## config.mk

```make
export PLATFORM = sky130hd
export DESIGN_NAME = ir_queue
export DESIGN_NICKNAME = d
export VERILOG_FILES = /design/src/rtl/lc3b_types.sv /design/src/rtl/ir_field_decode.sv /design/src/rtl/ir_queue.sv
export SDC_FILE = /design/constraint.sdc
export NUM_CORES = 1
export LEC_CHECK = 0
export BUFFER_PORTS_ARGS = -buffer_cell sky130_fd_sc_hd__clkbuf_2
export CAP_MARGIN = 30
export CELL_PAD_IN_SITES_DETAIL_PLACEMENT = 2
export CELL_PAD_IN_SITES_GLOBAL_PLACEMENT = 2
export CORE_MARGIN = 2
export CORE_UTILIZATION = 40
export DETAILED_ROUTE_END_ITERATION = 16
export GPL_ROUTABILITY_DRIVEN = 0
export PLACE_DENSITY = 0.85
export SYNTH_ARGS = -nofsm -noshare
export SYNTH_HDL_FRONTEND = slang
export SYNTH_SLANG_ARGS = --single-unit
```

## constraint.sdc

```tcl
create_clock -name clk -period 2.8 [get_ports clk]
set_input_delay 0.28 -clock clk [delete_from_list [all_inputs] [get_ports clk]]
set_output_delay 0.28 -clock clk [all_outputs]
set_load 0.005 [all_outputs]
```

## src/rtl/lc3b_types.sv

```systemverilog
// ============================================================================
// Module      : lc3b_types (package)
// Description : Shared LC-3b datapath types: instruction word, opcode,
//               register index, offsets, trap vector and 4-bit immediate.
// Revision    : 1.0 - initial release with ir_queue support types
// ============================================================================
`default_nettype none

package lc3b_types;

  typedef logic [15:0] lc3b_word;
  typedef logic [3:0]  lc3b_opcode;
  typedef logic [2:0]  lc3b_reg;
  typedef logic [4:0]  lc3b_offset5;
  typedef logic [5:0]  lc3b_offset6;
  typedef logic [8:0]  lc3b_offset9;
  typedef logic [10:0] lc3b_offset11;
  typedef logic [7:0]  lc3b_trapvect8;
  typedef logic [3:0]  lc3b_imm4;

  // Word presented downstream when no instruction is available.
  localparam lc3b_word c_NULL_WORD = 16'h0000;

  // Forces an instruction word to the null word when it is not valid, so a
  // stale entry can never leak into decode as a real instruction.
  function automatic lc3b_word lc3b_gate_word(input logic valid, input lc3b_word word);
    return valid ? word : c_NULL_WORD;
  endfunction

endpackage

`default_nettype wire

```

## src/rtl/ir_field_decode.sv

```systemverilog
// ============================================================================
// Module      : ir_field_decode
// Description : Combinational split of an LC-3b instruction word into its
//               standard fields. Reusable by any decode stage.
// Revision    : 1.0 - initial release
// ============================================================================
`default_nettype none

module ir_field_decode
  import lc3b_types::*;
(
  input  lc3b_word      instr,
  output lc3b_opcode    opcode,
  output lc3b_reg       dest,
  output lc3b_reg       src1,
  output lc3b_reg       src2,
  output lc3b_offset5   offset5,
  output lc3b_offset6   offset6,
  output lc3b_offset9   offset9,
  output lc3b_offset11  offset11,
  output logic          imm_mode,
  output logic          a,
  output logic          d,
  output logic          jsr_mode,
  output lc3b_imm4      imm4,
  output lc3b_trapvect8 trap_vector
);

  // Fields overlap freely; each consumer picks the one its opcode needs.
  assign opcode      = instr[15:12];
  assign dest        = instr[11:9];
  assign src1        = instr[8:6];
  assign src2        = instr[2:0];
  assign offset5     = instr[4:0];
  assign offset6     = instr[5:0];
  assign offset9     = instr[8:0];
  assign offset11    = instr[10:0];
  assign imm_mode    = instr[5];
  assign a           = instr[5];
  assign d           = instr[4];
  assign jsr_mode    = instr[11];
  assign imm4        = instr[3:0];
  assign trap_vector = instr[7:0];

endmodule

`default_nettype wire

```

## src/rtl/ir_queue.sv

```systemverilog
// ============================================================================
// Module      : ir_queue
// Description : DEPTH-entry instruction-register FIFO between fetch and
//               decode. Holds each fetched word with its PC and presents the
//               head entry split into LC-3b fields. Optional same-cycle
//               fetch-to-decode bypass when IR_QUEUE_BYPASS_EN is defined.
// Revision    : 1.0 - initial release
// ============================================================================
`default_nettype none

module ir_queue
  import lc3b_types::*;
#(
  parameter int DEPTH = 4,
  parameter int PC_W  = 16
) (
  input  logic                         clk,
  input  logic                         reset_n,
  input  logic                         flush,
  input  logic                         in_valid,
  output logic                         in_ready,
  input  lc3b_word                     in_instr,
  input  logic [PC_W-1:0]              in_pc,
  output logic                         out_valid,
  input  logic                         out_ready,
  output logic [PC_W-1:0]              out_pc,
  output lc3b_opcode                   opcode,
  output lc3b_reg                      dest,
  output lc3b_reg                      src1,
  output lc3b_reg                      src2,
  output lc3b_offset5                  offset5,
  output lc3b_offset6                  offset6,
  output lc3b_offset9                  offset9,
  output lc3b_offset11                 offset11,
  output logic                         imm_mode,
  output logic                         a,
  output logic                         d,
  output logic                         jsr_mode,
  output lc3b_imm4                     imm4,
  output lc3b_trapvect8                trap_vector,
  output logic [$clog2(DEPTH+1)-1:0]   count
);

  localparam int PTR_W = $clog2(DEPTH);
  localparam int CNT_W = $clog2(DEPTH + 1);
  localparam logic [CNT_W-1:0] c_FULL = CNT_W'(DEPTH);
  localparam logic [PTR_W-1:0] c_PTR_ONE = PTR_W'(1);

  lc3b_word          r_word_mem [DEPTH];
  logic [PC_W-1:0]   r_pc_mem   [DEPTH];
  logic [PTR_W-1:0]  r_rd_ptr;
  logic [PTR_W-1:0]  r_wr_ptr;
  logic [CNT_W-1:0]  r_count;

  logic              w_full;
  logic              w_empty;
  logic              w_bypass;
  logic              w_write;
  logic              w_read;
  lc3b_word          w_head_word;
  logic [PC_W-1:0]   w_head_pc;

  assign w_full  = (r_count == c_FULL);
  assign w_empty = (r_count == '0);

`ifdef IR_QUEUE_BYPASS_EN
  // An empty queue forwards the incoming word straight to decode.
  assign w_bypass = w_empty && in_valid && !flush;
`else
  assign w_bypass = 1'b0;
`endif

  // Full is judged on the registered count only, so a same-cycle pop never
  // opens a slot for a push; this keeps in_ready free of out_ready.
  assign in_ready  = !w_full;
  assign out_valid = !w_empty || w_bypass;

  // A bypassed word consumed in the same cycle never occupies a slot.
  assign w_write = in_valid && !w_full && !(w_bypass && out_ready);
  assign w_read  = out_valid && out_ready && !w_empty;

  // Head entry: bypass path, stored head, or the null word when empty.
  always_comb begin
    w_head_word = lc3b_gate_word(!w_empty, r_word_mem[r_rd_ptr]);
    w_head_pc   = w_empty ? '0 : r_pc_mem[r_rd_ptr];
    if (w_bypass) begin
      w_head_word = in_instr;
      w_head_pc   = in_pc;
    end
  end

  assign out_pc = w_head_pc;
  assign count  = r_count;

  // Storage carries no reset; only pointers and count define validity.
  always_ff @(posedge clk) begin
    if (w_write && !flush) begin
      r_word_mem[r_wr_ptr] <= in_instr;
      r_pc_mem[r_wr_ptr]   <= in_pc;
    end
  end

  // Pointer and occupancy update; flush overrides any push or pop.
  always_ff @(posedge clk or negedge reset_n) begin
    if (!reset_n) begin
      r_rd_ptr <= '0;
      r_wr_ptr <= '0;
      r_count  <= '0;
    end else if (flush) begin
      r_rd_ptr <= '0;
      r_wr_ptr <= '0;
      r_count  <= '0;
    end else begin
      if (w_write) r_wr_ptr <= r_wr_ptr + c_PTR_ONE;
      if (w_read)  r_rd_ptr <= r_rd_ptr + c_PTR_ONE;
      r_count <= r_count + CNT_W'(w_write) - CNT_W'(w_read);
    end
  end

  ir_field_decode u_field_decode (
    .instr       (w_head_word),
    .opcode      (opcode),
    .dest        (dest),
    .src1        (src1),
    .src2        (src2),
    .offset5     (offset5),
    .offset6     (offset6),
    .offset9     (offset9),
    .offset11    (offset11),
    .imm_mode    (imm_mode),
    .a           (a),
    .d           (d),
    .jsr_mode    (jsr_mode),
    .imm4        (imm4),
    .trap_vector (trap_vector)
  );

endmodule

`default_nettype wire
```

==> out/qor.yml, run 1 <==
run_status:
  status: "complete, no violations"
sta:
  finalSetupViolations: 0
  finalCriticalPeriod_ns: 2.48
  setup_tns_ns: 0
  slew_viol_final: 0
  tightestPinTransition_ns: 0.609
  rsz0062_at_grt: "false"
  timing.final.hold_violations: 0
  relSlewSlack_pct: 59.3
  fin_ws_ns: 0.321
  timing.final.crit_share_pct: 88.5
  clock.fmax_mhz: 403
  fin_skew_ns: 0.00510
worst_setup_path:
  cp_cell_sequence: "nor3b_1 -> nor2_1 -> inv_1 -> ha_1 -> inv_1 -> ha_1 -> inv_1 -> fa_1 -> xnor2_1 -> nor2_1"
  cp_slowest_cell: "nor3b_1"
  cp.arrival_ns: 2.77
  crit_required_ns: 3.09
  worstPathMaxFanout: 6
  crit_type: "flop to flop"
  cpMostUsedCell: "inv_1"
  crit_path_max_incr_delay_ns: 0.57
  crit_path_start_kind: "flop"
  worstSetupEndpointType: "flop"
logic_synthesis:
  synth_cell_type_count: 25
  synth_compound_area_share_pct: 0.488
  yosys-top-cells-area: "edfxtp_1, mux4_2, buf_4"
  synth-simple-area-share_pct: 5.28
  synth_flop_cell: "edfxtp_1"
  syn_nets: 341
  synth_mux_area_share_pct: 13.0
  synth_seq_cells: 135
  ys.warnings.count: 0
  synth_top_family_by_area: "multiplexers"
  synth_edf_count: 128
  synth_cells: 297
  synth_top_area_share_pct: 68.1
  syn_area_sq_um: 5640
  yosys.area.top_type: "edfxtp_1"
  synth-async-reset-ratio_pct: 5.19
  seq_area_frac_synth_pct: 71.3
  avgSynthCellArea_sq_um: 19.0
  synth-xor-area-share_pct: 0.466
  yosys.area_share.adder_pct: 1.69
pwr:
  vdd_ir_drop_max_mv: 0.634
  p_leak_nw: 2.48
  powerDensity_nw_per_um2: 974
  finalPower_w: 0.00658
cells_and_area:
  drive_gt1_share_pct: 47.9
  diodes: 0
  fin_util_pct: 48.9
  instances_no_fill: 577
  layout_commonest_cell: "edfxtp_1"
  syn2layout_area_growth_pct: 19.9
  final_cell_mix: "edfxtp_1, clkbuf_2, nor2b_1"
  fin_nets: 428
  n_fill_cell: 1248
floorplan:
  start_util_pct: 40.8
  dieHeight_microns: 123
  fp.dieW_microns: 123
  ioPinCount: 118
  die_area_sq_um: 15100
  rows: 43
  core_sq_um: 13800
grt:
  grt_pass1_wl_mm: 18.9
  grt_max_degree: 36
  grt_pass1_vias: 3158
  antenna_found_initial: 0
  gr-usage-all-layers_pct: 17.9
  grt-ovfl-total: 0
job:
  maxCapViolCount: 0
routing:
  routed_wl_mm: 12.3
  routedWlPerCell_microns: 21.4
  firstDrtPassIters: 4
  ant_nets: 0
  via_count: 2843
  drc_errors: 0
  first_iter_violations: 139
  routed_via_density: 4.93
placed_design:
  portBuffers: 117
  hpwlAfterDp_mm: 7.71
  post-place-ws_ns: 0.331
  dp_cells: 544
cts:
  cts_tree: "yes"
  cts.sink_count: 135
  cts_setup_buffers: 0
  numCtsBuffers: 17
  htree_levels: 4
  clkSlewWorstSetupHoldPaths_ns: 0.05
  insertion_delay_ns: 0.41
  cts-root-buf: "clkbuf_16"
  clockBufferDepth: 2
worst_hold_path:
  hold_class: "input port to flop"
==> where the power goes <==
group	leakage [nW]	internal, W	switching [W]	total (W)
clock	0.283	0.00138	0.000814	0.00220
combinational	0.949	0.000935	0.000999	0.00193
sequential	1.25	0.00234	0.000107	0.00245
==> what timing repair did <==
action | in CTS | in global routing
endpoints found under the hold margin | 7 | 0
gates resized for setup | 0 | 1
hold buffers | 1 | 0
endpoints found under the setup margin | 0 | 7
==> cell usage after synthesis, types with 2 or more instances <==
cell        n
a21oi_1     2
and2_1      4
buf_2       4
buf_4      44
buf_6       4
clkbuf_1    4
dfrtp_1     7
edfxtp_1  128
ha_1        6
inv_1       9
mux4_2     32
nand2b_1    2
nor2_1      4
nor2b_1    33
o21ai_0     2
or3_1       2
xor2_1      2
==> stage by stage <==
step,hold WS [ns],area [sq um]
after floorplan,-0.0156,5640
after global placement,0.131,6160
after detailed placement,0.143,6160
after CTS,0.0701,6760
after global routing,0.0712,6760
final,0.0902,6760
==> final cells by class <==
type	count	area (sq um)	share of cell area, %
Timing Repair Buffer	124	703	10.4
Clock inverter	15	161	2.39
Multi-Input combinational cell	97	1190	17.6
Sequential cell	135	4020	59.5
Clock buffer	17	425	6.29
Inverter	9	33.8	0.500
Tap cell	180	225	3.33
==> state kept, by name (all words and copies together), names as in the netlist <==
register,cells
count,3
r_rd_ptr,2
r_wr_ptr,2
r_word_mem,64
r_pc_mem,64
==> kinds of logic after synthesis <==
| kind of cell | after synthesis |
|---|---|
| AO/OA/AOI/OAI | 5 |
| flip-flops | 135 |
| adder cells (fa/ha/maj) | 7 |
| XOR/XNOR | 3 |
| AND/OR/NAND/NOR | 49 |
| buffers and inverters | 65 |
| multiplexers | 33 |
==> final timing paths <==
path                        startpoint              end  slack, ns  depth (start not counted)
max reg2reg                   count[1]         count[2]       0.32                         10
max in group asynchronous      reset_n      r_rd_ptr[1]       2.35                          2
min reg2reg                r_wr_ptr[1]      r_wr_ptr[1]       0.61                          2
min                          in_pc[15]  r_pc_mem[3][15]       0.09                          1
min in group asynchronous      reset_n      r_rd_ptr[1]       0.25                          2
max                           count[1]         count[2]       0.32                         10
==> critical path, delay by kind of cell (launching register included) <==
kind / cells / cell delay (ns)
fa+ha+maj: 3 / 0.73
xor+xnor: 1 / 0.17
simple gates: 3 / 0.76
flops: 1 / 0.48
buf+inv: 3 / 0.21
==> layer usage <==
layer | global-route usage, % | wire (microns) | vias up
li1 | - | - | 1263
met1 | 21.7 | 4970 | 1474
met2 | 30.8 | 6650 | 95
met3 | 4.93 | 550 | 11
met4 | 6.11 | 160 | 0
met5 | 0 | 0 | -
Note: power is estimated with default switching activity, not from simulation.
==> run 2: changes to the inputs <==
==> constraint.sdc (replaced) <==
create_clock -name clk -period 2.8 [get_ports clk]
set_input_delay 0.14 -clock clk [delete_from_list [all_inputs] [get_ports clk]]
set_output_delay 0.14 -clock clk [all_outputs]
set_load 0.005 [all_outputs]
==> run 2 against run 1 <==
  * Combinational power is 3% higher
  * Sequential power about the same
  * Global-route usage grew 0.29 points
  * Critical endpoint is now imm4[1]
  * Worst setup slack better by 0.022 ns
  * Core utilization increased by 1.5 points
  * Routed wire length grew 2.2%
  * Critical path depth fell by 7
  * First-iteration DRC count grew 37%
  * Critical path type is now flop to output port
  * Power down 4.9%
  * Hold slack worse by 0.077 ns
  * Flip-flop and latch count stayed put
  * Maximum frequency up 0.90%
==> out/qor.yml, run 2 (synthesis gave the netlist of run 1 again) <==
worst_setup_path:
  worstSetupEndpointType: "output port"
  crit_type: "flop to output port"
  cp_num_cells: 3
  reg2reg_slack_ns: 0.42
  crit_end: "imm4[1]"
  reg2reg_depth: 10
  setup.worst_path.start: "r_rd_ptr[1]"
  cp_slowest_cell: "dfrtp_2"
  cp_cell_sequence: "mux4_2 -> nor2b_1 -> clkbuf_2"
  crit_required_ns: 2.66
  worstPathMaxFanout: 34
  crit_path_start_kind: "flop"
  crit_path_max_incr_delay_ns: 0.94
  r2r-start: "count[1]"
  worst-path-buf-inv: 1
  cp_top_family: "flip-flops"
  cp.arrival_ns: 2.32
  timing.rr.end: "count[2]"
placed_design:
  hpwlAfterDp_mm: 8.03
  portBuffers: 117
cts:
  cts-root-buf: "clkbuf_16"
  numCtsBuffers: 17
  cts_tree: "yes"
  clockBufferDepth: 2
  clkSlewWorstSetupHoldPaths_ns: 0.05
  cts_resized: 0
  insertion_delay_ns: 0.41
  cts.sink_count: 135
  htree_levels: 4
floorplan:
  ioPinCount: 118
  fp.dieW_microns: 123
  die_area_sq_um: 15100
  core_sq_um: 13800
  start_util_pct: 40.8
  dieHeight_microns: 123
  rows: 43
cells_and_area:
  drive_gt1_share_pct: 42.8
  diodes: 0
  final_cell_mix: "edfxtp_1, clkbuf_2, nor2b_1, dlygate4sd3_1, mux4_2"
  fin_util_pct: 50.4
  syn2layout_area_growth_pct: 23.5
  n_fill_cell: 1246
  fin_nets: 461
  layout_commonest_cell: "edfxtp_1"
routing:
  drc_errors: 0
  routed_wl_mm: 12.6
  routed_via_density: 4.85
  firstDrtPassIters: 6
  via_count: 2950
  routedWlPerCell_microns: 20.7
  first_iter_violations: 190
  ant_nets: 0
run_status:
  status: "complete, no violations"
sta:
  finalSetupViolations: 0
  rsz0062_at_grt: "false"
  hold-worst-slack_ns: 0.0134
  finalCriticalPeriod_ns: 2.46
  setup_tns_ns: 0
  relSlewSlack_pct: 40.9
  clock.fmax_mhz: 407
  slew_viol_final: 0
  timing.final.crit_share_pct: 87.8
  fin_skew_ns: 0.00322
  timing.final.hold_violations: 0
  tightestPinTransition_ns: 0.887
pwr:
  powerDensity_nw_per_um2: 899
  vdd_ir_drop_max_mv: 0.462
  p_leak_nw: 2.57
grt:
  grt_pass1_vias: 3305
  grt_pass1_wl_mm: 19.2
  grt-ovfl-total: 0
  antenna_found_initial: 0
  gr-usage-all-layers_pct: 18.2
  grt_max_degree: 36
worst_hold_path:
  min_path_cells: 2
  hold_class: "input port to flop"
job:
  maxCapViolCount: 0
-- run 2: cell types whose count changed in the layout (fill, tap and decap cells not counted) --
cell	change
buf_12	-1
buf_4	+2
bufinv_16	-3
clkbuf_1	+4
clkinv_1	+2
clkinv_4	-3
clkinvlp_4	-2
dfrtp_2	+1
dfrtp_4	-1
dlygate4sd3_1	+32
-- run 2: final cells by class --
| type | count | area [sq um] | area share, % |
|---|---|---|---|
| clock buffer | 21 | 440 | 6.32 |
| clock inverter | 9 | 37.5 | 0.539 |
| inverter | 9 | 33.8 | 0.485 |
| multi-input combinational | 97 | 1190 | 17.1 |
| sequential | 135 | 4020 | 57.7 |
| tap | 180 | 225 | 3.23 |
| timing repair buffer | 157 | 1020 | 14.6 |
-- run 2: worst min path at each step --
stage	start	end	slack, ns
2_1_floorplan	reset_n	count[0]	-0.16
3_3_place_gp	reset_n	count[0]	-0.01
3_5_place_dp	reset_n	count[2]	-0.004
4_1_cts	flush	r_rd_ptr[1]	0.003
5_1_grt	flush	r_wr_ptr[0]	0.03
6_report	flush	r_rd_ptr[1]	0.01
-- run 2: metal layers --
layer / vias up / track usage [%] / wire length [microns]
met5: - / 0 / 0
met4: 0 / 7.54 / 196
met3: 19 / 4.69 / 520
met2: 93 / 32.1 / 6890
met1: 1509 / 20.9 / 5010
li1: 1329 / - / -
-- run 2: what timing repair did --
action                                 CTS  global route
setup buffers                            0             0
hold buffers                            33             0
endpoints found under the hold margin  135             0
-- run 2: stage by stage --
stage	worst slack, ns	instance area [sq um]	power (W)	instances
6_report	0.343	6970	0.00626	608
5_1_grt	0.133	6970	0.00665	608
4_1_cts	0.281	6970	0.00636	608
3_5_place_dp	0.354	6160	0.00447	545
3_3_place_gp	0.555	6160	0.00437	545
2_1_floorplan	0.680	5640	0.00397	297
-- run 2: power by group --
part | total [W] | leakage [nW] | switching (W) | internal, W
combinational | 0.00198 | 1.08 | 0.00102 | 0.000956
sequential | 0.00245 | 1.25 | 0.000105 | 0.00234
clock | 0.00184 | 0.235 | 0.000743 | 0.00109
